[config.mk]
export PLATFORM = sky130hd
export DESIGN_NAME = sync_fifo_ctrl
export DESIGN_NICKNAME = d
export VERILOG_FILES = /design/src/rtl/sync_fifo_ctrl.sv
export SDC_FILE = /design/constraint.sdc
export NUM_CORES = 1
export LEC_CHECK = 0
export BUFFER_PORTS_ARGS = -buffer_cell sky130_fd_sc_hd__buf_4
export CORE_AREA = 8 8 110 112
export DETAILED_ROUTE_END_ITERATION = 10
export DIE_AREA = 0 0 118 120
export HOLD_SLACK_MARGIN = 0.15
export PLACE_DENSITY = 0.78
export REMOVE_ABC_BUFFERS = 1
export SYNTH_ARGS = -nofsm -noshare
export SYNTH_HDL_FRONTEND = slang
export SYNTH_SLANG_ARGS = --single-unit
export TNS_END_PERCENT = 20
[constraint.sdc]
create_clock -name fifo_clk -period 3.4 [get_ports fifo_clk]
set_input_delay 0.68 -clock fifo_clk [delete_from_list [all_inputs] [get_ports fifo_clk]]
set_output_delay 0.68 -clock fifo_clk [all_outputs]
set_load 0.005 [all_outputs]
[src/rtl/sync_fifo_ctrl.sv]
// -----------------------------------------------------------------------------
// sync_fifo_ctrl
//
// Single-clock FIFO for buffering between pipeline stages in one clock domain.
// Occupancy is kept in a registered count. Every status flag is decoded from
// that count alone, so the flags never depend combinationally on the request
// inputs.
//
// Parameters
//   FIFO_WIDTH         data word width in bits (>= 1)
//   FIFO_DEPTH         number of entries, power of two, >= 2
//   FIFO_AWIDTH        memory address width, derived from FIFO_DEPTH
//   READ_FALL_THROUGH  "TRUE"  : head word driven combinationally (FWFT)
//                      "FALSE" : registered read, data one cycle after ren
//
// Ports
//   fifo_clk            sole clock, rising edge
//   fifo_rst_n          asynchronous active-low reset
//   fifo_flush          synchronous clear of contents and error flags
//   fifo_wen/fifo_wdata write request and data
//   fifo_ren            read request
//   fifo_rdata          read data
//   fifo_rvalid         fifo_rdata valid this cycle
//   fifo_afull_thresh   almost-full threshold  (count >= thresh)
//   fifo_aempty_thresh  almost-empty threshold (count <= thresh)
//   fifo_full/empty     count == FIFO_DEPTH / count == 0
//   fifo_almost_full/almost_empty  threshold compares against count
//   fifo_count          occupancy, 0..FIFO_DEPTH
//   fifo_overflow       sticky, write attempted while full
//   fifo_underflow      sticky, read attempted while empty
//
// Handshake: a write is accepted when fifo_wen is high and fifo_full is low
// before the edge; a read is accepted when fifo_ren is high and fifo_empty is
// low before the edge. A rejected request is dropped and sets its sticky flag.
// Flush takes priority over both requests in the same cycle.
// -----------------------------------------------------------------------------
module sync_fifo_ctrl #(
  parameter int    FIFO_WIDTH        = 8,
  parameter int    FIFO_DEPTH        = 16,
  parameter int    FIFO_AWIDTH       = $clog2(FIFO_DEPTH),
  parameter string READ_FALL_THROUGH = "TRUE"
) (
  input  logic                   fifo_clk,
  input  logic                   fifo_rst_n,
  input  logic                   fifo_flush,
  input  logic                   fifo_wen,
  input  logic [FIFO_WIDTH-1:0]  fifo_wdata,
  input  logic                   fifo_ren,
  output logic [FIFO_WIDTH-1:0]  fifo_rdata,
  output logic                   fifo_rvalid,
  input  logic [FIFO_AWIDTH:0]   fifo_afull_thresh,
  input  logic [FIFO_AWIDTH:0]   fifo_aempty_thresh,
  output logic                   fifo_full,
  output logic                   fifo_empty,
  output logic                   fifo_almost_full,
  output logic                   fifo_almost_empty,
  output logic [FIFO_AWIDTH:0]   fifo_count,
  output logic                   fifo_overflow,
  output logic                   fifo_underflow
);

  localparam logic [FIFO_AWIDTH:0] DEPTH_C = (FIFO_AWIDTH+1)'(FIFO_DEPTH);
  localparam logic [FIFO_AWIDTH:0] ONE_C   = (FIFO_AWIDTH+1)'(1);

  logic [FIFO_WIDTH-1:0]  mem [FIFO_DEPTH];
  logic [FIFO_AWIDTH:0]   wptr;
  logic [FIFO_AWIDTH:0]   rptr;
  logic [FIFO_AWIDTH:0]   count;
  logic                   overflow_q;
  logic                   underflow_q;
  logic                   fifo_write;
  logic                   fifo_read;
  logic [FIFO_AWIDTH-1:0] waddr;
  logic [FIFO_AWIDTH-1:0] raddr;

  // Pointers carry one extra bit; the memory only sees the low bits, so the
  // wrap is plain binary rollover.
  assign waddr = wptr[FIFO_AWIDTH-1:0];
  assign raddr = rptr[FIFO_AWIDTH-1:0];

  // Status flags come from the registered count only.
  assign fifo_full         = (count == DEPTH_C);
  assign fifo_empty        = (count == '0);
  assign fifo_almost_full  = (count >= fifo_afull_thresh);
  assign fifo_almost_empty = (count <= fifo_aempty_thresh);
  assign fifo_count        = count;
  assign fifo_overflow     = overflow_q;
  assign fifo_underflow    = underflow_q;

  // Acceptance uses the pre-edge flags. At full a simultaneous read still
  // goes through while the write is refused; at empty the reverse holds.
  assign fifo_write = fifo_wen & ~fifo_full;
  assign fifo_read  = fifo_ren & ~fifo_empty;

  always_ff @(posedge fifo_clk or negedge fifo_rst_n) begin
    if (!fifo_rst_n) begin
      wptr        <= '0;
      rptr        <= '0;
      count       <= '0;
      overflow_q  <= 1'b0;
      underflow_q <= 1'b0;
    end else if (fifo_flush) begin
      wptr        <= '0;
      rptr        <= '0;
      count       <= '0;
      overflow_q  <= 1'b0;
      underflow_q <= 1'b0;
    end else begin
      if (fifo_write) wptr <= wptr + ONE_C;
      if (fifo_read)  rptr <= rptr + ONE_C;
      if (fifo_write && !fifo_read) begin
        count <= count + ONE_C;
      end else if (fifo_read && !fifo_write) begin
        count <= count - ONE_C;
      end
      if (fifo_wen && fifo_full)  overflow_q  <= 1'b1;
      if (fifo_ren && fifo_empty) underflow_q <= 1'b1;
    end
  end

  // Storage is not reset. Writes are suppressed during flush and while reset
  // is held so nothing from an interrupted burst lands in the array.
  always_ff @(posedge fifo_clk) begin
    if (fifo_write && !fifo_flush && fifo_rst_n) begin
      mem[waddr] <= fifo_wdata;
    end
  end

  if (READ_FALL_THROUGH == "TRUE") begin : g_fwft
    // Head word is always presented; a read simply advances rptr.
    assign fifo_rdata  = mem[raddr];
    assign fifo_rvalid = ~fifo_empty;
  end else begin : g_reg
    logic [FIFO_WIDTH-1:0] rdata_q;
    logic                  rvalid_q;

    // rvalid is a one-cycle pulse per accepted read; rdata holds between
    // reads so downstream can sample it late.
    always_ff @(posedge fifo_clk or negedge fifo_rst_n) begin
      if (!fifo_rst_n) begin
        rdata_q  <= '0;
        rvalid_q <= 1'b0;
      end else if (fifo_flush) begin
        rvalid_q <= 1'b0;
      end else begin
        rvalid_q <= fifo_read;
        if (fifo_read) rdata_q <= mem[raddr];
      end
    end

    assign fifo_rdata  = rdata_q;
    assign fifo_rvalid = rvalid_q;
  end

endmodule
After elaboration in Yosys (flattened, before gate mapping). Memories as Yosys holds them, arrays and structs flattened. Cells that the tools add are included.

Add/sub/neg operators: 4. Magnitude comparators: 2. Equal/unequal tests: 1. Muxes and demuxes: 13. Bitwise operators: 4. Reductions and logical operators: 15.

Operators with widths (count): $mux W5 (7); $add A5 B1 Y5 const B (3); $reduce_bool A2 Y1 (4); $logic_and A1 B1 Y1 (6); $mux W1 (6); $eq A5 B5 Y1 const B (1); $ge A5 B5 Y1 (1); $le A5 B5 Y1 (1); $logic_not A5 Y1 (1); $sub A5 B1 Y5 const B (1); $logic_not A1 Y1 (3); $reduce_bool A3 Y1 (1); $and A1 B1 Y1 (2); $not A1 Y1 (2).

Register bits: 17. Bits in writable memories: 128. Input port bits: 23. Output and inout bits: 20. Logic and storage cells: 45. Memories kept: 1.

Memories: mem (words 16, width 8, read ports 1, clocked after memory_dff 0, wr ports 1, RTL line 65) `logic [FIFO_WIDTH-1:0] mem [FIFO_DEPTH];`.

Logic depth before layout (Yosys ltp).
Depth after elaboration: 8. Mapped depth: 10.

Least setup slack after synthesis. No wires, ideal clock.

Path kind: input -> register. Start: input port fifo_wen. End: register count[4] (netlist: fifo_count[4]). Arrival time: 2644 ps. Slack: 678 ps. Cell stages on the path: 9. Path through: buf_2 -> a21boi_1 -> nand2_1 -> fa_1 -> nand3_1 -> nand2_1 -> or4_1 -> o211a_1 -> a21oi_1.

Longest elaborated chain between the ends: 4. Elaborated cells on any way between the ends: 7.

RTL lines: from (decl) (RTL line 46) `input logic fifo_wen,`; $and A1 B1 Y1 (*) (RTL line 92) `assign fifo_write = fifo_wen & ~fifo_full;`; $logic_and A1 B1 Y1 / $logic_not A1 Y1 (equally long branches) (RTL line 111, 113); $mux W5 / $logic_and A1 B1 Y1 (equally long branches) (RTL line 111, 113); $mux W5 / $reduce_bool A3 Y1 (equally long branches); to (signal assigned) (RTL line 112) `count <= count + ONE_C;`; to (signal assigned) (RTL line 114) `count <= count - ONE_C;`; to (decl) (RTL line 68) `logic [FIFO_AWIDTH:0] count;`.

Every way passes the cells marked *; elsewhere a longest branch is shown, timed or not. A chain may end at the register's enable or synchronous reset.

Worst setup path after layout.
Start: register rptr[0]. End: output port fifo_rdata[0].

Longest elaborated chain between the ends: 1.

RTL lines: from (decl) (RTL line 67) `logic [FIFO_AWIDTH:0] rptr;`; from (signal assigned) (RTL line 110) `if (fifo_read) rptr <= rptr + ONE_C;`; $mem_v2 Z16 W8; to (decl) (RTL line 49) `output logic [FIFO_WIDTH-1:0] fifo_rdata,`.

No other way between the ends.

==> metrics.txt <==
met3 Use GR=4.932%; FMAX=308.0 MHz; Psw=1203 uW; met2 usage=30.94%; core area=10510 um^2; initial antenna violation count=0; DR DRC count=0; WL final=12460 um; hold crit path type=in2reg; clock share of power=34.7%; Top-Level Pins=43; port bufs=42; Synth Instances=331; drt pass-1 iters=5; Netlist cell types=37; arrival time worst endpoint=2570 ps; worst hold path cell count=1; Overflow after GRT=0; TNS Setup=0 ps; CTS buffer count=17; Worst VDD drop=0.0003701 V; max cap viols=0; CP Class=reg2out; worst flop-to-flop path endpoint=fifo_count[4]; max incr delay on CP=610 ps; CTS tree=built; min Tclk post-route=3246 ps; Post-synth EDFFs=128; Post-Syn Area=6088 um^2; Reg clk slew, reported paths=60 ps; hold path start=fifo_wdata[2]; sequential fraction of design power=43.5%; Finished Core Util=68.37%; die area=14160 um^2; P&R area growth vs syn=18.00%; reg2reg path depth=9; num rows=38; Synth Flop Type=edfxtp_1; outcome=finished clean; Vert. Die Dim=120 um; commonest cells in the netlist=edfxtp_1 (128), mux4_2 (40), nor2_1 (29); cell chosen for the clock root=clkbuf_8; Synth Warn #=0; largest net degree at the start of global routing=36; post-DP HPWL=7548 um; DR WL/cell=22.73 um; share of post-route cells with drive strength above 1=32.84%; LEAKAGE=0.002550 uW; count leader, synth=edfxtp_1; P per Cell Area=666.3 nW/um^2; flop2flop setup slack=510 ps; highest fanout seen on the critical path=16; Starting Density=57.94%; Hold EP=mem[1][2]; Final Hold Vio Count=0; register bit total from synthesis=143; PnR Total Power=4787 uW; initial DRC count=318; ranking of synthesized cells by area=edfxtp_1 (63%), mux4_2 (15%), dfrtp_1 (6.2%), ha_1 (3.9%), nor2_1 (1.8%); GR peak layer=met2; Ant. Diodes=0; later-pin clock latency in the skew report=530 ps; vias=3240; Via density=5.912; Longest Clk Path Bufs=2; crit path launch type=register; first-pass GRT wire length=19380 um; cell taking the most area after synthesis=edfxtp_1; Slowest cell on crit path=dfrtp_4; sequential element share of the synthesized area=69.30%; clock sinks=143; number of global-route vias before repair=3407; internal power contribution=3584 uW; top-area cell type share of the netlist area=63.13%; CP Cell Sequence=buf_12, mux4_2, mux4_2, buf_4; Sw Ratio=25.13%; H-tree levels=4; gpl congestion=0.7762; RSZ-0062 raised after global routing=false; Worst Tran Pin Value=716.7 ps; Max Slew Vio Count=0; Gate power share=21.8%; GRT Util Overall=18.87%; Final ANT Viol Nets=0; Critical Path RT=2720 ps; worst reg2reg path startpoint=fifo_count[0]; met1 Track Usage GR=22.66%; cell mode on critical path=mux4_2; Async SR Flop Fraction=10.49%; Nets=440; endpoint class of the critical path=output pin; syn_area_per_cell=18.39 um^2; Final setup viols=0; Clock Skew=5.623 ps; Die Wd=118 um; relative slew slack=52.22%; Final period util=95.48%; fillers=664
power by group through the flow:
stage               combinational (uW)  clock (uW)  sequential [uW]
floorplan                          624           0             2150
global placement                  1020           0             2110
detailed placement                1040           0             2110
CTS                               1060        1680             2080
global route                      1160        1750             2100
finish                            1040        1660             2080
per-stage QoR:
step                      std cells  area, um^2  setup WS [ps]  hold slack, ps
final                           548        7184          153.6           447.6
after global routing            548        7184          61.30           431.0
after CTS                       548        7184          97.13           422.2
after detailed placement        517        6649          421.3           498.2
after global placement          517        6649          578.4           495.9
after floorplan                 314        5987          164.7           384.4
placed cells by master (no fill, tap or decap), drive strengths merged, types with 2 or more instances in the layout:
cell type	Yosys	routed
nand2b	3	3
nand2	13	13
nor2	30	30
dfrtp	15	15
xor2	4	4
ha	19	19
nor3	4	4
inv	13	13
o22ai	2	2
edfxtp	128	128
buf	11	63
or4	2	2
xnor2	4	4
mux2	5	5
o21a	4	4
nor2b	3	3
nand4	3	3
nand3	3	3
a21oi	8	8
mux4	40	40
clkbuf	6	20
clkinv	0	7
bufinv	0	2
worst max-delay path by stage:
stage                          endpoint  slack [ps]      from
after global routing      fifo_rdata[0]          60   rptr[0]
final                     fifo_rdata[0]         150   rptr[0]
after CTS                 fifo_rdata[0]         100   rptr[0]
after detailed placement  fifo_count[4]         420  fifo_wen
after global placement    fifo_count[4]         580  fifo_wen
after floorplan           fifo_rdata[0]         160   rptr[0]
final cells by class:
class                           instances  area [um^2]  share of cell area, %
Inverter                               13        48.80                 0.6792
Timing Repair Buffer                   64        495.5                  6.897
Clock buffer                           20        425.4                  5.921
Sequential cell                       143         4223                  58.78
Clock inverter                         10        97.59                  1.358
Tap cell                              140        175.2                  2.438
Multi-Input combinational cell        158         1719                  23.93
state kept, by name, indices dropped and copies added (netlist names):
signal / cells
mem: 128
fifo_underflow: 1
wptr: 4
rptr: 4
fifo_count: 5
fifo_overflow: 1
cells by family after synthesis:
family	count (synthesis)	synth area share (%)
DFF	143	69.30
and+or+nand+nor	65	4.912
muxes	46	15.89
buffers and inverters	30	2.466
adders and majority gates	20	4.234
AOI/OAI and AO/OA	19	2.055
xor gates and xnor gates	8	1.151
layer usage:
| metal | wire [um] | vias up | share of wire, % |
|---|---|---|---|
| li1 | - | 1425 | - |
| met1 | 4842 | 1670 | 39 |
| met2 | 6506 | 116 | 52 |
| met3 | 759 | 29 | 6.1 |
| met4 | 350 | 0 | 2.8 |
| met5 | 0 | - | 0 |
critical path: cells and delay by family (launching register included):
kind	cells	cell delay (ps)
flops	1	610
buf+inv	2	380
mux	2	1030
timing repair:
item,CTS,global route
hold buffers,1,0
hold endpoints to repair,15,0
gates resized for setup,1,0
setup endpoints to repair,2,0
setup buffers,0,0
(Power assumes the default switching activity.)
